==> config.mk <==
export PLATFORM = sky130hd
export DESIGN_NAME = apb_req_arbiter
export DESIGN_NICKNAME = d
export VERILOG_FILES = /design/src/rtl/apb_req_arbiter.sv
export SDC_FILE = /design/constraint.sdc
export NUM_CORES = 1
export LEC_CHECK = 0
export CORE_AREA = 2 2 170 172
export DETAILED_ROUTE_END_ITERATION = 10
export DIE_AREA = 0 0 172 174
export PLACE_DENSITY = 0.69
export RECOVER_POWER = 50
export SLEW_MARGIN = 20
export SYNTH_ARGS = -nofsm -noshare
export SYNTH_HDL_FRONTEND = slang
export SYNTH_SLANG_ARGS = --single-unit
==> constraint.sdc <==
create_clock -name clk -period 4.3 [get_ports clk]
set_clock_uncertainty 0.05 [all_clocks]
set_input_delay 0.645 -clock clk [delete_from_list [all_inputs] [get_ports clk]]
set_output_delay 0.645 -clock clk [all_outputs]
set_load 0.005 [all_outputs]
==> src/rtl/apb_req_arbiter.sv <==
// apb_req_arbiter: round-robin arbiter and APB master for NREQ local requesters.
// One APB transfer at a time onto a MEM_SIZE-byte window at BASE_ADDR.
// Out-of-window commands never reach the bus and complete with an error.
// Optional feature: define APB_TIMEOUT_EN to abort ACCESS after TIMEOUT_CYCLES wait states.
module apb_req_arbiter #(
  parameter int unsigned            NREQ           = 4,
  parameter int unsigned            ADDR_WIDTH     = 32,
  parameter int unsigned            DATA_WIDTH     = 32,
  parameter int unsigned            DATA_STRB      = DATA_WIDTH / 8,
  parameter int unsigned            TIMEOUT_CYCLES = 16,
  parameter logic [ADDR_WIDTH-1:0]  BASE_ADDR      = 'hA200_0000,
  parameter int unsigned            MEM_SIZE       = 16
) (
  input  logic                         clk,
  input  logic                         nrst,
  input  logic [NREQ-1:0]              req,
  input  logic [NREQ*ADDR_WIDTH-1:0]   req_addr,
  input  logic [NREQ-1:0]              req_write,
  input  logic [NREQ*DATA_WIDTH-1:0]   req_wdata,
  input  logic [NREQ*DATA_STRB-1:0]    req_strb,
  input  logic [NREQ*3-1:0]            req_prot,
  output logic [NREQ-1:0]              gnt,
  output logic [NREQ-1:0]              done,
  output logic [DATA_WIDTH-1:0]        rsp_rdata,
  output logic                         rsp_err,
  output logic [ADDR_WIDTH-1:0]        paddr,
  output logic [2:0]                   pprot,
  output logic                         pwrite,
  output logic [DATA_WIDTH-1:0]        pwdata,
  output logic [DATA_STRB-1:0]         pstrb,
  output logic                         psel,
  output logic                         penable,
  input  logic                         pready,
  input  logic                         pslverr,
  input  logic [DATA_WIDTH-1:0]        prdata
);

  localparam int unsigned LGW = (NREQ > 1) ? $clog2(NREQ) : 1;
  localparam logic [ADDR_WIDTH:0] LIMIT = {1'b0, BASE_ADDR} + (ADDR_WIDTH+1)'(MEM_SIZE);

  typedef enum logic [1:0] {
    S_IDLE   = 2'd0,
    S_SETUP  = 2'd1,
    S_ACCESS = 2'd2,
    S_REJECT = 2'd3
  } state_t;

  state_t r_state;
  state_t w_state_n;

  logic [LGW-1:0]        r_last_grant;
  logic [ADDR_WIDTH-1:0] r_addr;
  logic                  r_write;
  logic [DATA_WIDTH-1:0] r_wdata;
  logic [DATA_STRB-1:0]  r_strb;
  logic [2:0]            r_prot;
  logic [NREQ-1:0]       r_done;
  logic [DATA_WIDTH-1:0] r_rsp_rdata;
  logic                  r_rsp_err;

  logic [NREQ-1:0]       w_req_m;
  logic                  w_found;
  logic [LGW-1:0]        w_pick;
  logic [LGW:0]          w_sum;
  logic [ADDR_WIDTH-1:0] w_sel_addr;
  logic                  w_sel_write;
  logic [DATA_WIDTH-1:0] w_sel_wdata;
  logic [DATA_STRB-1:0]  w_sel_strb;
  logic [2:0]            w_sel_prot;
  logic                  w_in_range;
  logic [NREQ-1:0]       w_onehot;
  logic                  w_psel;
  logic                  w_penable;
  logic [NREQ-1:0]       w_gnt;
  logic                  w_tmo_hit;

  // Round-robin search starting one past the last grant; a requester is masked while its done pulses.
  always_comb begin
    w_req_m = req & ~r_done;
    w_found = 1'b0;
    w_pick  = '0;
    w_sum   = '0;
    for (int unsigned k = 1; k <= NREQ; k++) begin
      w_sum = {1'b0, r_last_grant} + (LGW+1)'(k);
      if (w_sum >= (LGW+1)'(NREQ)) begin
        w_sum = w_sum - (LGW+1)'(NREQ);
      end
      if (!w_found && w_req_m[w_sum[LGW-1:0]]) begin
        w_found = 1'b1;
        w_pick  = w_sum[LGW-1:0];
      end
    end
  end

  // Select the winning requester's command fields and range-check its address.
  // The check runs on the value being latched so REJECT can follow arbitration directly.
  always_comb begin
    w_sel_addr  = '0;
    w_sel_write = 1'b0;
    w_sel_wdata = '0;
    w_sel_strb  = '0;
    w_sel_prot  = '0;
    for (int unsigned i = 0; i < NREQ; i++) begin
      if (w_pick == LGW'(i)) begin
        w_sel_addr  = req_addr[i*ADDR_WIDTH +: ADDR_WIDTH];
        w_sel_write = req_write[i];
        w_sel_wdata = req_wdata[i*DATA_WIDTH +: DATA_WIDTH];
        w_sel_strb  = req_strb[i*DATA_STRB +: DATA_STRB];
        w_sel_prot  = req_prot[i*3 +: 3];
      end
    end
    w_in_range = (w_sel_addr >= BASE_ADDR) && ({1'b0, w_sel_addr} < LIMIT);
  end

  // One-hot form of the current owner, used for gnt and done.
  always_comb begin
    w_onehot               = '0;
    w_onehot[r_last_grant] = 1'b1;
  end

`ifdef APB_TIMEOUT_EN
  localparam int unsigned TW = $clog2(TIMEOUT_CYCLES + 1);
  logic [TW-1:0] r_tmo_cnt;

  // Wait-state counter: cleared outside ACCESS, counts ACCESS cycles with pready low.
  always_ff @(posedge clk or negedge nrst) begin
    if (!nrst) begin
      r_tmo_cnt <= '0;
    end else if (r_state != S_ACCESS) begin
      r_tmo_cnt <= '0;
    end else if (!pready) begin
      r_tmo_cnt <= r_tmo_cnt + TW'(1);
    end
  end

  assign w_tmo_hit = (r_state == S_ACCESS) && !pready &&
                     (r_tmo_cnt == TW'(TIMEOUT_CYCLES - 1));
`else
  logic w_unused_tmo;
  assign w_unused_tmo = (TIMEOUT_CYCLES != 0);
  assign w_tmo_hit    = 1'b0;
`endif

  // State register.
  always_ff @(posedge clk or negedge nrst) begin
    if (!nrst) begin
      r_state <= S_IDLE;
    end else begin
      r_state <= w_state_n;
    end
  end

  // Next-state and APB phase/grant decode.
  always_comb begin
    w_state_n = r_state;
    w_psel    = 1'b0;
    w_penable = 1'b0;
    w_gnt     = '0;
    case (r_state)
      S_IDLE: begin
        if (w_found) begin
          w_state_n = w_in_range ? S_SETUP : S_REJECT;
        end
      end
      S_SETUP: begin
        w_psel    = 1'b1;
        w_gnt     = w_onehot;
        w_state_n = S_ACCESS;
      end
      S_ACCESS: begin
        w_psel    = 1'b1;
        w_penable = 1'b1;
        w_gnt     = w_onehot;
        if (pready || w_tmo_hit) begin
          w_state_n = S_IDLE;
        end
      end
      S_REJECT: begin
        w_state_n = S_IDLE;
      end
      default: begin
        w_state_n = S_IDLE;
      end
    endcase
  end

  // Latch the winner's command and update last_grant on every arbitration, rejected or not.
  always_ff @(posedge clk or negedge nrst) begin
    if (!nrst) begin
      r_last_grant <= LGW'(NREQ - 1);
      r_addr       <= '0;
      r_write      <= 1'b0;
      r_wdata      <= '0;
      r_strb       <= '0;
      r_prot       <= '0;
    end else if (r_state == S_IDLE && w_found) begin
      r_last_grant <= w_pick;
      r_addr       <= w_sel_addr;
      r_write      <= w_sel_write;
      r_wdata      <= w_sel_wdata;
      r_strb       <= w_sel_strb;
      r_prot       <= w_sel_prot;
    end
  end

  // Completion: one-cycle done to the owner with response data and error flag.
  always_ff @(posedge clk or negedge nrst) begin
    if (!nrst) begin
      r_done      <= '0;
      r_rsp_rdata <= '0;
      r_rsp_err   <= 1'b0;
    end else begin
      r_done <= '0;
      if (r_state == S_ACCESS && pready) begin
        r_done      <= w_onehot;
        r_rsp_rdata <= r_write ? '0 : prdata;
        r_rsp_err   <= pslverr;
      end else if (r_state == S_REJECT || w_tmo_hit) begin
        r_done      <= w_onehot;
        r_rsp_rdata <= '0;
        r_rsp_err   <= 1'b1;
      end
    end
  end

  assign gnt       = w_gnt;
  assign done      = r_done;
  assign rsp_rdata = r_rsp_rdata;
  assign rsp_err   = r_rsp_err;
  assign psel      = w_psel;
  assign penable   = w_penable;
  assign paddr     = r_addr;
  assign pprot     = r_prot;
  assign pwrite    = r_write;
  assign pwdata    = r_wdata;
  assign pstrb     = r_strb;

endmodule

==> results.yml <==
outcome:
  status: "finished, violations left"
  failed_checks: "capacitance limit, slew limit"
timing:
  relSlewSlack_pct: -101
  hold_viol: 0
  period_minus_slack_ps: 3330
  fin_setup_tns_ps: 0
  tightest_slew_ps: 3020
  finalSetupViolCount: 0
  grt_setup_unrepaired: "false"
  slew_viol_final: 151
  fmax_ghz: 0.300
  finalCritPeriodShare_pct: 77.4
cells_and_area:
  layout_commonest_cell: "clkdlybuf4s50_1"
  synthToLayoutAreaGrowth_pct: 72.5
  final_nets: 1509
  final_layout_size_suffix_gt1_share_pct: 4.89
  layout_common_cells: "390 x clkdlybuf4s50_1, 145 x and3_1, 142 x a211oi_1, 111 x dfrtp_1, 78 x nand2_1"
  fillCellCount: 2799
  utilization_pct: 44.0
drt:
  drtAntennaViolNets: 0
  vias: 8177
  wl_mm: 32.4
  vias_per_cell: 5.20
  routedWlPerCell_um: 20.6
  drc: 0
  drt_iter0_drc: 552
  first_pass_iters: 6
yosys:
  ys.flop_type: "dfrtp_1"
  ys_types: 46
  yosys_register_bits: 113
  synthArstFlopShare_pct: 100
  synth-seq-area-share_pct: 39.3
  syn_avg_cell_area_um2: 9.17
  syn_inst: 786
  yosysWarnings: 0
  synth_edf_count: 0
  syn_area_mm2: 0.00721
  syn-num-nets: 1122
clocking:
  clk_path_buf_depth: 2
  path_clk_slew_ps: 60
  cts.hold.buffers_added: 0
  htree_levels: 4
  cts_tree: "built"
  cts.sinks: 113
  cts_resized: 0
  cts_root_buf: "clkbuf_16"
  cts_inserted_buffers: 17
  cts_setup_buffers: 0
  insertion_delay_ps: 410
worst_setup_path:
  crit_fanout: 73
  path_cells: "inv_1 > ha_1 > nor3b_1 > a221oi_2 > o22ai_2 > a31o_4 > a211oi_1 > o31ai_1"
  slowest_stage: "a31o_4"
  worstPathArrival_ps: 3600
  worstSetupPathType: "flop to flop"
  worst_setup_path_end_kind: "flop"
  start_kind: "flop"
  critPathTopFamily: "compound AO/OA/AOI/OAI gates"
  critPathBufInv: 1
  cp.required_ps: 4570
  cpPeakStageDelay_ps: 810
grt:
  grt_use_total_pct: 20.8
  grt-ovfl-total: 0
  grt_pass1_wl_mm: 48.1
  grt_antenna_before_repair: 2
  grt_max_degree: 114
  grt_pass1_vias: 8325
worst_hold_path:
  hp-class: "flop to flop"
power_and_ir_drop:
  p_leak_nw: 5.17
  vdd_drop_max_mv: 0.657
  p_per_area_mw_per_mm2: 710
floorplanning:
  core_region_area_mm2: 0.0282
  ios: 443
  die_w_um: 172
  initial_core_util_pct: 25.5
  dieHeight_um: 174
  row_count: 62
  die_area_mm2: 0.0299
flow_run:
  drv_cap: 2
placement:
  gp_congestion: 0.871
  hpwl_mm: 23.7
  portBuffers: 442
==> cells in the mapped netlist, types with 4 or more instances <==
library cell / instances / share of area [%]
nand3_1: 5 / 0.35
o21ai_0: 5 / 0.35
a21oi_1: 6 / 0.42
inv_1: 4 / 0.21
a22o_1: 32 / 3.9
nor2_1: 12 / 0.62
nand4_1: 6 / 0.52
nor3_1: 7 / 0.49
buf_6: 11 / 1.7
and2_1: 5 / 0.43
ha_1: 8 / 1.4
buf_8: 4 / 0.83
nand2_1: 80 / 4.2
clkbuf_1: 55 / 2.9
and3_1: 145 / 13
nor4_1: 16 / 1.4
nor4b_1: 4 / 0.49
dfrtp_1: 111 / 39
nor2b_1: 9 / 0.78
a211oi_1: 142 / 15
buf_2: 16 / 1.1
o31ai_1: 72 / 7.5
nor4bb_1: 4 / 0.56
==> state kept, by name, indices dropped and copies added (netlist names), 2 cells and up <==
register	flops
r_last_grant	2
pstrb	4
r_state	2
rsp_rdata	32
pwdata	32
done	4
pprot	3
paddr	32
==> worst reg2reg max path: stages (launching register included) <==
cell,delay (ps)
dfstp_2,640
inv_1,160
ha_1,420
nor3b_1,370
a221oi_2,70
o22ai_2,220
a31o_4,810
a211oi_1,260
o31ai_1,260
==> power breakdown <==
| part | internal [mW] | switching, mW | leakage, nW |
|---|---|---|---|
| Sequential | 1.58 | 0.304 | 1.42 |
| Clock | 0.886 | 0.634 | 0.303 |
| Combinational | 2.44 | 2.98 | 3.45 |
==> through the flow <==
stage	hold WS (ps)	instances	power, mW	worst slack (ps)	cell area [um2]
after global routing	443	1572	9.51	488	12400
after floorplan	299	786	5.32	1650	7210
final	416	1572	8.83	972	12400
after global placement	409	1538	7.35	935	11800
after CTS	306	1570	9.01	956	12500
after detailed placement	414	1538	7.45	860	11800
==> layer usage <==
| metal | vias up | GRT usage [%] | wire, um |
|---|---|---|---|
| li1 | 3838 | - | - |
| met4 | 0 | 8.47 | 1120 |
| met2 | 390 | 36.4 | 16300 |
| met3 | 55 | 4.49 | 2440 |
| met1 | 3894 | 24.6 | 12500 |
| met5 | - | 0 | 0 |
==> final cells by class <==
cell class | count | area (um2) | area share [%]
clock buffer | 17 | 425 | 3.42
multi-input combinational | 582 | 3940 | 31.7
clock inverter | 15 | 186 | 1.50
inverter | 4 | 15.0 | 0.121
tap | 384 | 480 | 3.86
antenna | 2 | 5.00 | 0.0403
timing repair buffer | 455 | 4550 | 36.6
sequential | 113 | 2830 | 22.8
==> path summary, 6_finish.rpt <==
kind,start,endpoint,slack (ps),cells after the start
min in group asynchronous,nrst,rsp_rdata[21],1260,2
max in group asynchronous,nrst,paddr[14],1170,2
max reg2reg,r_last_grant[0],paddr[17],970,8
min,paddr[15],paddr[15],420,2
max,r_last_grant[0],paddr[17],970,8
min reg2reg,paddr[15],paddr[15],420,2
==> logic make-up after synthesis <==
logic type               Yosys count  synth area share, %
AO/OA/AOI/OAI                    273                 29.3
adder cells (fa/ha/maj)            8                 1.39
buffers and inverters             91                 6.84
flip-flops                       113                 39.3
AND/OR/NAND/NOR                  301                 23.2
No activity file was read; power rests on OpenSTA's default activity.
